[config.mk]
export PLATFORM = sky130hd
export DESIGN_NAME = mux_scan_sequencer
export DESIGN_NICKNAME = d
export VERILOG_FILES = /design/src/rtl/mux_scan_sequencer_pkg.sv /design/src/rtl/mux_scan_sequencer_settle_counter.sv /design/src/rtl/mux_scan_sequencer.sv
export SDC_FILE = /design/constraint.sdc
export NUM_CORES = 1
export LEC_CHECK = 0
export CAP_MARGIN = 20
export CORE_ASPECT_RATIO = 1.1
export CORE_UTILIZATION = 45
export CTS_CLUSTER_DIAMETER = 120
export DETAILED_ROUTE_END_ITERATION = 10
export PLACE_DENSITY = 0.69
export SLEW_MARGIN = 20
export SYNTH_ARGS = -nofsm -noshare
export SYNTH_HDL_FRONTEND = slang
export SYNTH_SLANG_ARGS = --single-unit
[constraint.sdc]
create_clock -name clk -period 1.8 [get_ports clk]
set_input_delay 0.27 -clock clk [delete_from_list [all_inputs] [get_ports clk]]
set_output_delay 0.27 -clock clk [all_outputs]
set_load 0.05 [all_outputs]
[src/rtl/mux_scan_sequencer_pkg.sv]
// mux_scan_pkg: shared types and constants for the mux scan sequencer.
//   state_t    - FSM state encoding (IDLE/SCAN/DONE, 2 bits)
//   CH_A..CH_D - channel index values, equal to the {s1,s0} select code
//   SETTLE_W   - settle counter width
package mux_scan_pkg;

  typedef enum logic [1:0] {
    IDLE = 2'd0,
    SCAN = 2'd1,
    DONE = 2'd2
  } state_t;

  localparam logic [1:0] CH_A = 2'd0;
  localparam logic [1:0] CH_B = 2'd1;
  localparam logic [1:0] CH_C = 2'd2;
  localparam logic [1:0] CH_D = 2'd3;

  localparam int unsigned SETTLE_W = 4;

endpackage

[src/rtl/mux_scan_sequencer_settle_counter.sv]
// settle_counter: counts the cycles that one select code is held.
//   clk      - system clock, rising edge
//   reset_n  - asynchronous active-low reset
//   clear    - synchronous clear to 0 (has priority over enable)
//   enable   - advance the count; wraps to 0 after SETTLE-1
//   terminal - high while enabled and count == SETTLE-1
module settle_counter
  import mux_scan_pkg::*;
#(
  parameter int unsigned SETTLE = 1
) (
  input  logic clk,
  input  logic reset_n,
  input  logic clear,
  input  logic enable,
  output logic terminal
);

  localparam logic [SETTLE_W-1:0] LAST = SETTLE_W'(SETTLE - 1);

  logic [SETTLE_W-1:0] r_cnt;

  always_ff @(posedge clk or negedge reset_n) begin
    if (!reset_n) begin
      r_cnt <= '0;
    end else if (clear) begin
      r_cnt <= '0;
    end else if (enable) begin
      if (r_cnt == LAST) r_cnt <= '0;
      else               r_cnt <= r_cnt + 1'b1;
    end
  end

  assign terminal = enable && (r_cnt == LAST);

endmodule

[src/rtl/mux_scan_sequencer.sv]
// mux_scan_sequencer: sweeps the 4:1 mux selects through channels a..d,
// samples mux_out once per channel and presents the 4-bit word with a
// valid/ready handshake.
//   clk, reset_n - clock (rising edge), asynchronous active-low reset
//   start        - request a sweep (honoured in IDLE and at the handshake)
//   mux_out      - output of the 4:1 mux being scanned
//   s0, s1       - registered mux select
//   data_out     - captured word, bit {s1,s0} = channel sampled with that select
//   valid, ready - output handshake
//   busy         - high in SCAN and DONE
module mux_scan_sequencer
  import mux_scan_pkg::*;
#(
  parameter int unsigned SETTLE      = 1,
  parameter bit          AUTO_REPEAT = 1'b0
) (
  input  logic       clk,
  input  logic       reset_n,
  input  logic       start,
  input  logic       mux_out,
  output logic       s0,
  output logic       s1,
  output logic [3:0] data_out,
  output logic       valid,
  input  logic       ready,
  output logic       busy
);

  state_t     r_state, w_state_nxt;
  logic [1:0] r_ch, w_ch_nxt;
  logic [2:0] r_shadow, w_shadow_nxt;
  logic [3:0] r_data, w_data_nxt;
  logic       r_valid, w_valid_nxt;
  logic       r_busy, w_busy_nxt;
  logic       w_term;
  logic       w_cnt_clear;
  logic       w_cnt_en;

  // Counter sits at 0 outside SCAN, so every sweep starts with a full settle.
  assign w_cnt_en    = (r_state == SCAN);
  assign w_cnt_clear = (r_state != SCAN);

  settle_counter #(.SETTLE(SETTLE)) u_settle (
    .clk      (clk),
    .reset_n  (reset_n),
    .clear    (w_cnt_clear),
    .enable   (w_cnt_en),
    .terminal (w_term)
  );

  always_ff @(posedge clk or negedge reset_n) begin
    if (!reset_n) r_state <= IDLE;
    else          r_state <= w_state_nxt;
  end

  always_ff @(posedge clk or negedge reset_n) begin
    if (!reset_n) begin
      r_ch     <= CH_A;
      r_shadow <= '0;
      r_data   <= '0;
      r_valid  <= 1'b0;
      r_busy   <= 1'b0;
    end else begin
      r_ch     <= w_ch_nxt;
      r_shadow <= w_shadow_nxt;
      r_data   <= w_data_nxt;
      r_valid  <= w_valid_nxt;
      r_busy   <= w_busy_nxt;
    end
  end

  always_comb begin
    w_state_nxt  = r_state;
    w_ch_nxt     = r_ch;
    w_shadow_nxt = r_shadow;
    w_data_nxt   = r_data;
    w_valid_nxt  = r_valid;
    unique case (r_state)
      IDLE: begin
        if (start) begin
          w_state_nxt = SCAN;
          w_ch_nxt    = CH_A;
        end
      end
      SCAN: begin
        if (w_term) begin
          // Channel d bypasses the shadow and lands directly in data_out.
          unique case (r_ch)
            CH_A: w_shadow_nxt[0] = mux_out;
            CH_B: w_shadow_nxt[1] = mux_out;
            CH_C: w_shadow_nxt[2] = mux_out;
            CH_D: begin
              w_data_nxt  = {mux_out, r_shadow};
              w_valid_nxt = 1'b1;
              w_state_nxt = DONE;
            end
          endcase
          if (r_ch != CH_D) w_ch_nxt = r_ch + 2'd1;
        end
      end
      DONE: begin
        if (r_valid && ready) begin
          w_valid_nxt = 1'b0;
          w_ch_nxt    = CH_A;
          w_state_nxt = (AUTO_REPEAT || start) ? SCAN : IDLE;
        end
      end
      default: begin
        w_state_nxt = IDLE;
        w_ch_nxt    = CH_A;
      end
    endcase
    w_busy_nxt = (w_state_nxt != IDLE);
  end

  assign s0       = r_ch[0];
  assign s1       = r_ch[1];
  assign data_out = r_data;
  assign valid    = r_valid;
  assign busy     = r_busy;

endmodule

# --- Word level (Yosys, flattened, before mapping) ---
# Index checks and enable logic that the tools add are counted.
word_totals:
  reg_bits: 17
  in_bits: 5
  out_inout_bits: 8
  word_cells: 55
op_classes:
  n_addsub: 2
  n_eq_ne: 12
  n_mux: 18
  n_reduce_logical: 14
op_table:
  columns: ["cell", "n"]
  rows:
  - ["$mux W2", 8]
  - ["$mux W4", 3]
  - ["$ne A2 B2 Y1 const B", 6]
  - ["$pmux W2 S3", 2]
  - ["$reduce_and A3 Y1", 4]
  - ["$reduce_and A4 Y1", 2]
  - ["$eq A2 B2 Y1 const B", 3]
  - ["$reduce_bool A2 Y1", 3]
  - ["$add A4 B1 Y4 const B", 1]
  - ["$eq A2 B1 Y1 const B", 2]
  - ["$logic_not A2 Y1", 2]
  - ["$logic_not A4 Y1", 1]
  - ["$mux W1", 4]
  - ["$add A2 B1 Y2 const B", 1]
  - ["$logic_and A1 B1 Y1", 2]
  - ["$ne A2 B1 Y1 const B", 1]
  - ["$pmux W1 S2", 1]

# --- Logic depth before layout (Yosys ltp) ---
# Gate-level depths: netlist (run 1).
depth:
  ltp_word: 5
  depth_mapped: 5
  depth_no_buf: 5

# --- Cells and area by module ---
# From an unflattened synthesis (run 1), not the netlist that was laid out.
unflattened:
  cells_unflattened: 76
  hier_area_um2: 907.1
by_module_without_submodules:
  columns: ["mod", "instances", "cells_per_inst", "area_per_inst_um2", "seq_area_each_um2"]
  rows:
  - ["mux_scan_sequencer", 1, 54, 684.4, 325.3]
  - ["settle_counter", 1, 22, 222.7, 100.1]

# --- Worst setup path after synthesis (run 1) ---
# OpenSTA, ideal clock, no wires.
synth_path:
  kind: "register to register"
  startpoint: "register r_ch[0]"
  endpoint: "register r_ch[0]"
  arrival_ns: 1.554
  required_ns: 1.718
  path_slack_ns: 0.164
  path_stages_with_launch: 5
  period_less_slack_ns: 1.636
  path_cell_list: "dfrtp_1 ha_1 nor2b_1 o32a_1 a31oi_1"
synth_between:
  elab_chain_len: 4
  word_cells_on_any_way: 7
synth_lines:
  columns: ["item", "line_no", "rtl"]
  rows:
  - ["start: declaration", "mux_scan_sequencer.sv:30", "logic [1:0] r_ch, w_ch_nxt;"]
  - ["start signal: assignment", "mux_scan_sequencer.sv:64", "r_ch <= w_ch_nxt;"]
  - ["$add A2 B1 Y2", "mux_scan_sequencer.sv:98", "if (r_ch != CH_D) w_ch_nxt = r_ch + 2'd1;"]
  - ["$mux W2", "mux_scan_sequencer.sv:98", null]
  - ["$mux W2", "mux_scan_sequencer.sv:86", "if (w_term) begin"]
  - ["$pmux W2 S3", "mux_scan_sequencer.sv:78", "unique case (r_state)"]
# Parallel ways exist; a longest one is shown, timed or not. The select of a mux whose other input is x is not followed.
# A chain may end at the register's enable or synchronous reset.

# --- Worst setup path after layout (run 1) ---
layout_path:
  startpoint: "register r_data[2], in the netlist data_out[2]"
  endpoint: "output port data_out[2]"
layout_rtl:
  columns: ["item", "line_no", "rtl"]
  rows:
  - ["start: declaration", "mux_scan_sequencer.sv:32", "logic [3:0] r_data, w_data_nxt;"]
  - ["start signal: assignment", "mux_scan_sequencer.sv:66", "r_data <= w_data_nxt;"]
  - ["end: declaration", "mux_scan_sequencer.sv:23", "output logic [3:0] data_out,"]
# No word-level cell between the ends.

==> results of run 1 <==
registers in the layout (all words and copies together), names as in the netlist:
signal	cells
data_out	4
u_settle.r_cnt	4
r_shadow	3
r_ch	2
r_state	2
busy	1
valid	1
kinds of logic (layout without fill, tap and decap cells):
logic type,after synthesis,count (layout),synth area share
adder cells (fa/ha/maj),6,6,0.0885
multiplexers,7,7,0.0929
buffers and inverters,7,23,0.0354
AND/OR/NAND/NOR,25,25,0.186
AO/OA/AOI/OAI,9,9,0.0752
flip-flops,17,17,0.501
XOR/XNOR,2,2,0.0207
report_power, final:
group          internal, W  switching [W]
sequential        0.000526       0.000129
combinational     0.000356       0.000563
clock            0.0000862       0.000115
metrics by stage:
step	instances	total power, W	utilization
2_1_floorplan	73	0.00130	-
3_3_place_gp	103	0.00157	0.554
3_5_place_dp	103	0.00158	0.554
4_1_cts	107	0.00179	0.569
5_1_grt	107	0.00188	0.569
6_report	107	0.00177	0.569
layer usage:
layer,global-route usage,vias up
met2,0.255,7
li1,-,284
met5,0,-
met3,0.0340,4
met1,0.217,266
met4,0.131,0
cells in the final DEF, fill, tap and decap left out, types with 2 or more instances in the layout:
cell and n:
dfrtp_1 17, buf_4 5, nor2_1 4, nand2_1 4, nand2b_1 3, inv_1 5, a31oi_1 2, nand3_1 4
a22oi_1 2, and2_1 2, nor2b_1 3, mux2_1 7, clkbuf_4 3, ha_1 6, clkdlybuf4s50_1 9, nand3b_1 2
worst reg2reg max path, stage by stage (launching register included):
cell	delay [ns]
dfrtp_1	0.42
inv_1	0.07
ha_1	0.13
nor3b_4	0.35
nand3_4	0.17
mux2_1	0.34
area by class of cell:
cell class | instances | area share
clock buffer | 4 | 0.0259
tap | 18 | 0.0222
inverter | 5 | 0.0185
sequential | 17 | 0.420
multi-input combinational | 49 | 0.388
timing repair buffer | 14 | 0.126
path summary, 6_finish.rpt:
check,from,to,slack (ns),cells past startpoint
hold reg to reg,u_settle.r_cnt[0],u_settle.r_cnt[0],0.49,1
setup / recovery,data_out[2],data_out[2],0.08,1
min in group clk,u_settle.r_cnt[0],u_settle.r_cnt[0],0.49,1
hold / removal,reset_n,valid,0.29,2
setup reg to reg,u_settle.r_cnt[0],data_out[1],0.21,5
max in group asynchronous,reset_n,r_shadow[0],1.32,2
==> summary.txt, run 1 <==
Clock network
  – Clk buf depth: 2
  – CTS tree: done
  – CTS H-tree depth: 1
  – Clock-pin slew on the worst setup and hold paths: approximately 0.09 ns
  – Setup bufs post-CTS: 0
  – CTS Sinks: 17
  – Clk root buf: clkbuf_4
  – Post-cts resize count: 0
  – Clock Latency Late Sink: between 0.2 and 0.3 ns
  – Post-cts hold buffer count: 0
  – CTS Buf Count: 3

STA
  – Hold Fails Final Rpt: 0
  – Fmax: slightly below 600 MHz
  – Final setup TNS: 0 ns
  – Worst Tran Pin Value: approximately 0.50 ns
  – Slew Viols, Final: 0
  – Fin worst setup slack: a little over 0.08 ns
  – Clock skew: roughly 0.0033 ns
  – Fin crit period: roughly 1.7 ns
  – Final worst path period share: 0.955
  – RSZ-0062 raised after global routing: no
  – Final Setup Violations: 0
  – Final hold slack: 0.294 ns
  – Rel. slew slack: 0.669

Synthesis
  – Post-synthesis sequential area ratio: 0.501
  – EDFF count, synth: 0
  – Area leader, netlist: dfrtp_1
  – Synth top area share: 0.501
  – Synthesized area: roughly 850 um2
  – Area contributors post-synth: dfrtp_1, mux2_1, ha_1
  – Synthesized area per cell: 11.6 um2
  – Distinct cells, synth: 25
  – Ys async rst share: 1.00
  – Most used DFF post-synth: dfrtp_1
  – Syn nets: between 80 and 90
  – Synth cell count leaders: dfrtp_1, mux2_1, ha_1
  – Yosys warnings: 0
  – Most frequent cell after synthesis: dfrtp_1
  – Gate Count Post-Synth: 73
  – Yosys reg bits: 17

Layout
  – P&R area growth vs syn: 19.5%
  – Nets: about 100
  – Layout cells sized above 1: 0.112
  – N_diodes: 0
  – Fillcell total: approximately 150
  – Reg area: roughly 430 um2
  – Multi-input gate area: between 300 and 400 um2
  – Design Area, Final: 0.00101 mm2

Drt
  – Met1 wire length: between 700 and 800 um
  – DR iter-0 viols: 7
  – Vias: around 560
  – Met3 wire length: 26 um
  – Drt total wl: between 1 and 1.5 mm
  – DRT antenna net count: 0
  – Post-route DRC: 0
  – Max Used Layer: met4
  – Via density: roughly 5.2
  – Total iterations of the first detailed-routing run: 2
  – WL per Instance: 13.3 um
  – Met2 WL post-DR: ~640 um

Critical path
  – Crit Path Category: register to primary output
  – Slowest Stage Delay on Critical Path: 0.80 ns
  – Crit end category: primary output
  – Crit-path cells: clkdlybuf4s50_1
  – Data required time of the worst path: between 1.5 and 2 ns
  – CP top delay family: buffers and inverters
  – CP Max Fanout: 2
  – Critical Path Start Type: register
  – Critical Path AT: approximately 1.5 ns
  – Worst path buffer plus inverter count: 1
  – Worst path slowest cell: clkdlybuf4s50_1

Placement
  – Post-DP HPWL: just over 1 mm
  – Pre-CTS setup slack: approximately 0.22 ns
  – Final GP Congestion: ~0.75
  – Port bufs: 12
  – DP Area: 987 um2

Floorplan
  – Top Ports: 13
  – Die Ht: roughly 48 um
  – Site row count: 16
  – Die W: between 40 and 50 um
  – Initial Utilization: 0.476
  – Core area: 0.00178 mm2
  – Full die area: 0.00206 mm2

Global routing
  – Overall routing resource usage: 0.169
  – GRT overflow: 0
  – Vias in the first global route: between 500 and 600
  – Largest net degree at the start of global routing: 18
  – First-pass GRT wire length: 2.39 mm
  – Initial antenna violation count: 0

Run status
  – Status: complete, no violations

Hold path
  – Min-Delay Path Class: input pin to asynchronous set/reset pin

Power
  – Leakage power total: between 0.4 and 0.5 nW
  – Pwr dens: 1750 mW/mm2
  – Highest ir drop seen on vdd: roughly 1200 uV

Flow run
  – Max Cap Violations: 0
Power figures use the tool's default switching activity.
==> run 2, diff against run 1 <==
- CORE_UTILIZATION: 45 -> 35
- PLACE_DENSITY: 0.69 -> not set
==> run 2 against run 1 <==
  * First-iteration DRC count decreased by 57%
  * Clock-buffer cell count decreased by 1
  * Combinational power shrank 0.7%
  * Sequential power down 2%
  * Critical path type unchanged
  * Critical endpoint is now data_out[3]
  * Highest routed layer unchanged
==> summary.txt, run 2 (synthesized netlist as in run 1, its figures left out) <==
STA
  – Worst Tran Pin Value: a little under 0.5 ns
  – Final setup TNS: 0 ns
  – Final worst path period share: 0.954
  – Final Setup Violations: 0
  – Fin crit period: around 1.7 ns
  – Clock skew: roughly 0.0053 ns
  – Fin worst setup slack: around 0.083 ns
  – Rel. slew slack: 0.669
  – Hold Fails Final Rpt: 0
  – RSZ-0062 raised after global routing: no
  – Fmax: a little under 600 MHz
  – Slew Viols, Final: 0

Floorplan
  – Die W: 48.9 um
  – Site row count: 18
  – Full die area: roughly 0.0026 mm2
  – Top Ports: 13
  – Core area: approximately 0.0023 mm2
  – Die Ht: between 50 and 60 um
  – Initial Utilization: 0.373

Drt
  – Post-route DRC: 0
  – WL per Instance: 12.4 um
  – Total iterations of the first detailed-routing run: 3
  – Via density: around 4.7
  – Drt total wl: between 1 and 1.5 mm
  – DRT antenna net count: 0
  – Vias: 558
  – DR iter-0 viols: 3

Layout
  – Fillcell total: 220
  – Layout cells sized above 1: 0.124
  – Final cell utilization of the core: 0.453
  – Nets: roughly 100
  – Design Area, Final: ~0.0010 mm2
  – Commonest non-fill, non-tap cells in the layout: dfrtp_1, clkdlybuf4s50_1, mux2_1, ha_1
  – Commonest non-fill, non-tap cell in the layout: dfrtp_1
  – P&R area growth vs syn: 21.4%
  – N_diodes: 0

Clock network
  – CTS tree: done
  – CTS Buf Count: 3
  – Post-cts resize count: 0
  – Setup bufs post-CTS: 0
  – Clock-pin slew on the worst setup and hold paths: 0.10 ns
  – Clock Latency Late Sink: 0.29 ns
  – CTS H-tree depth: 1
  – Clk buf depth: 2
  – CTS Sinks: 17
  – Clk root buf: clkbuf_4
  – Post-cts hold buffer count: 0

Global routing
  – Initial antenna violation count: 0
  – Vias in the first global route: 550
  – Overall routing resource usage: 0.133
  – First-pass GRT wire length: roughly 2.5 mm
  – Largest net degree at the start of global routing: 18
  – GRT overflow: 0

Power
  – Post-layout total power: about 0.0018 W
  – Leakage power total: approximately 0.45 nW
  – Pwr dens: roughly 1700 mW/mm2
  – Highest ir drop seen on vdd: approximately 830 uV

Placement
  – Post-DP HPWL: between 1 and 1.5 mm
  – Pre-CTS setup slack: about 0.17 ns
  – Final GP Congestion: 0.714
  – Port bufs: 12
  – DP Area: between 0.001 and 0.0015 mm2

Flow run
  – Max Cap Violations: 0

Critical path
  – CP top delay family: buffers and inverters
  – CP Max Fanout: 2
  – Data required time of the worst path: roughly 1.5 ns
  – Crit end category: primary output
  – Critical Path Start Type: register
  – Worst path slowest cell: clkdlybuf4s50_1
  – Crit Path Category: register to primary output
  – Worst path buffer plus inverter count: 1
  – Crit-path cells: clkdlybuf4s50_1
  – Slowest Stage Delay on Critical Path: 0.80 ns
  – Critical Path AT: 1.45 ns

Hold path
  – Min-Delay Path Class: input pin to asynchronous set/reset pin

Run status
  – Status: complete, no violations
run 2: worst paths after layout:
check	end	startpoint	slack, ns	cells past startpoint
min in group clk	data_out[0]	r_shadow[0]	0.49	1
setup / recovery	data_out[3]	data_out[3]	0.08	1
hold reg to reg	data_out[0]	r_shadow[0]	0.49	1
setup reg to reg	data_out[1]	u_settle.r_cnt[0]	0.19	5
hold / removal	data_out[0]	reset_n	0.30	2
max in group asynchronous	u_settle.r_cnt[1]	reset_n	1.31	2
run 2: metrics by stage:
stage / instances / hold WS (ns)
2_1_floorplan: 73 / -0.0256
3_3_place_gp: 115 / 0.469
3_5_place_dp: 115 / 0.469
4_1_cts: 119 / 0.296
5_1_grt: 119 / 0.307
6_report: 119 / 0.297
run 2: layer usage:
metal | global-route usage | vias to the layer above | routed length (um)
li1 | - | 286 | -
met1 | 0.176 | 261 | 741
met2 | 0.199 | 9 | 676
met3 | 0.0254 | 2 | 35
met4 | 0.0882 | 0 | 19
met5 | 0 | - | 0
run 2: final cells by class:
type,count,area (um2),area share
timing repair buffer,14,128,0.124
inverter,5,18.8,0.0182
clock inverter,1,5.00,0.00486
multi-input combinational,49,393,0.382
clock buffer,3,22.5,0.0219
sequential,17,425,0.413
tap,30,37.5,0.0365
run 2: where the power goes:
| part | switching [W] | internal, W | leakage [nW] | total, W |
|---|---|---|---|---|
| registers | 0.000119 | 0.000526 | 0.210 | 0.000645 |
| clock network | 0.000123 | 0.0000826 | 0.0177 | 0.000206 |
| logic | 0.000558 | 0.000354 | 0.227 | 0.000912 |
| total | 0.000801 | 0.000962 | 0.455 | 0.00176 |
==> run 3, diff against run 2 <==
- CORE_MARGIN: not set -> 1.5
==> run 3 against run 2 <==
  * Worst setup slack better by 0.0050 ns
  * Clock skew is 0.0020 ns higher
  * Global-route usage is 1.1 points lower
  * Sequential power hardly changed
  * Combinational power hardly changed
  * Maximum frequency is 0.29% higher
  * Non-clock buffer count stayed put
  * Flip-flop and latch count stayed put
==> summary.txt, run 3 (synthesized netlist as in run 1, its figures left out) <==
Power
  – Internal power: just under 0.001 W
  – Pwr dens: 1710 mW/mm2
  – Highest ir drop seen on vdd: ~860 uV
  – Clk pwr share: 0.115
  – Psw: roughly 0.00080 W
  – Sw frac: 0.453
  – Leakage power total: approximately 0.45 nW
  – Comb power frac: 0.519
  – Part of the power in registers: 0.365

STA
  – Final Setup Violations: 0
  – Hold Fails Final Rpt: 0
  – Final setup TNS: 0 ns
  – Fin worst setup slack: 0.0882 ns
  – Rel. slew slack: 0.672
  – Fmax: ~580 MHz
  – Slew Viols, Final: 0
  – Clock skew: 0.00726 ns
  – Worst Tran Pin Value: slightly below 0.5 ns
  – Final worst path period share: 0.951
  – Fin crit period: about 1.7 ns
  – Final hold slack: about 0.29 ns
  – RSZ-0062 raised after global routing: no

Drt
  – WL per Instance: about 11 um
  – Drt total wl: between 1 and 1.5 mm
  – DRT antenna net count: 0
  – Vias: between 500 and 600
  – Total iterations of the first detailed-routing run: 2
  – DR iter-0 viols: 7
  – Post-route DRC: 0
  – Via density: 4.66

Clock network
  – Post-cts resize count: 0
  – Setup bufs post-CTS: 0
  – Clk root buf: clkbuf_4
  – CTS Sinks: 17
  – CTS Buf Count: 3
  – Clock-pin slew on the worst setup and hold paths: 0.10 ns
  – Post-cts hold buffer count: 0
  – CTS tree: done
  – CTS H-tree depth: 1
  – Clk buf depth: 2
  – Clock Latency Late Sink: 0.29 ns

Critical path
  – Critical Path Start Type: register
  – Data required time of the worst path: 1.53 ns
  – Stages on the worst setup path: 1
  – Worst path buffer plus inverter count: 1
  – Crit-path cells: clkdlybuf4s50_1
  – Slowest Stage Delay on Critical Path: about 0.8 ns
  – Worst reg2reg path depth: 5
  – Worst path slowest cell: clkdlybuf4s50_1
  – CP Max Fanout: 2
  – CP top delay family: buffers and inverters
  – Crit Path Category: register to primary output
  – Crit end category: primary output
  – Critical Path AT: around 1.4 ns

Placement
  – Placed Cells: approximately 120
  – Port bufs: 12
  – Post-DP HPWL: 1000 um
  – Pre-CTS setup slack: 0.200 ns
  – Final GP Congestion: approximately 0.79

Flow run
  – Max Cap Violations: 0

Layout
  – N_diodes: 0
  – Non-Filler Instances: between 100 and 150
  – Commonest non-fill, non-tap cells in the layout: dfrtp_1, clkdlybuf4s50_1, mux2_1, ha_1
  – Commonest non-fill, non-tap cell in the layout: dfrtp_1
  – P&R area growth vs syn: 21.4%
  – Layout cells sized above 1: 0.124
  – Nets: between 100 and 150
  – Final cell utilization of the core: 0.453

Global routing
  – GRT overflow: 0
  – Largest net degree at the start of global routing: 18
  – Vias in the first global route: 520
  – First-pass GRT wire length: 2.35 mm
  – Initial antenna violation count: 0
  – Overall routing resource usage: 0.122

Floorplan
  – Die Ht: about 55 um
  – Initial Utilization: 0.373
  – Full die area: between 0.002 and 0.003 mm2
  – Site row count: 18
  – Core area: 0.00227 mm2
  – Top Ports: 13
  – Die W: 49.9 um

Hold path
  – Min-Delay Path Class: input pin to asynchronous set/reset pin

Run status
  – Status: complete, no violations
## run 3: final timing paths
path / startpoint / slack, ns / to
max in group asynchronous: reset_n / 1.32 / u_settle.r_cnt[1]
min in group clk: r_shadow[2] / 0.50 / data_out[2]
min: reset_n / 0.29 / data_out[2]
min reg2reg: r_shadow[2] / 0.50 / data_out[2]
max: data_out[0] / 0.09 / data_out[0]
max reg2reg: u_settle.r_cnt[0] / 0.19 / data_out[3]
## run 3: cell type report
cell class | instances | area (um2)
Tap cell | 30 | 37.5
Fill cell | 207 | 1240
Sequential cell | 17 | 425
Clock buffer | 3 | 22.5
Timing Repair Buffer | 14 | 128
Clock inverter | 1 | 5.00
Inverter | 5 | 18.8
Multi-Input combinational cell | 49 | 393
## run 3: power groups by stage
stage	combinational, W	clock (W)	sequential, W
floorplan	0.000374	0	0.000927
global placement	0.000917	0	0.000652
detailed placement	0.000916	0	0.000656
CTS	0.000922	0.000215	0.000648
global route	0.000989	0.000235	0.000677
finish	0.000915	0.000203	0.000644
## run 3: per-stage QoR
step | power [W] | instance area (um2)
floorplan | 0.00130 | 848
global placement | 0.00157 | 1000
detailed placement | 0.00157 | 1000
CTS | 0.00178 | 1030
global route | 0.00190 | 1030
finish | 0.00176 | 1030
## run 3: routing by layer
metal,track usage,share of wire,up-vias
met5,0,0,-
met4,0.0972,0.029,0
met3,0.0246,0.023,4
met2,0.176,0.45,11
met1,0.161,0.50,259
li1,-,-,280
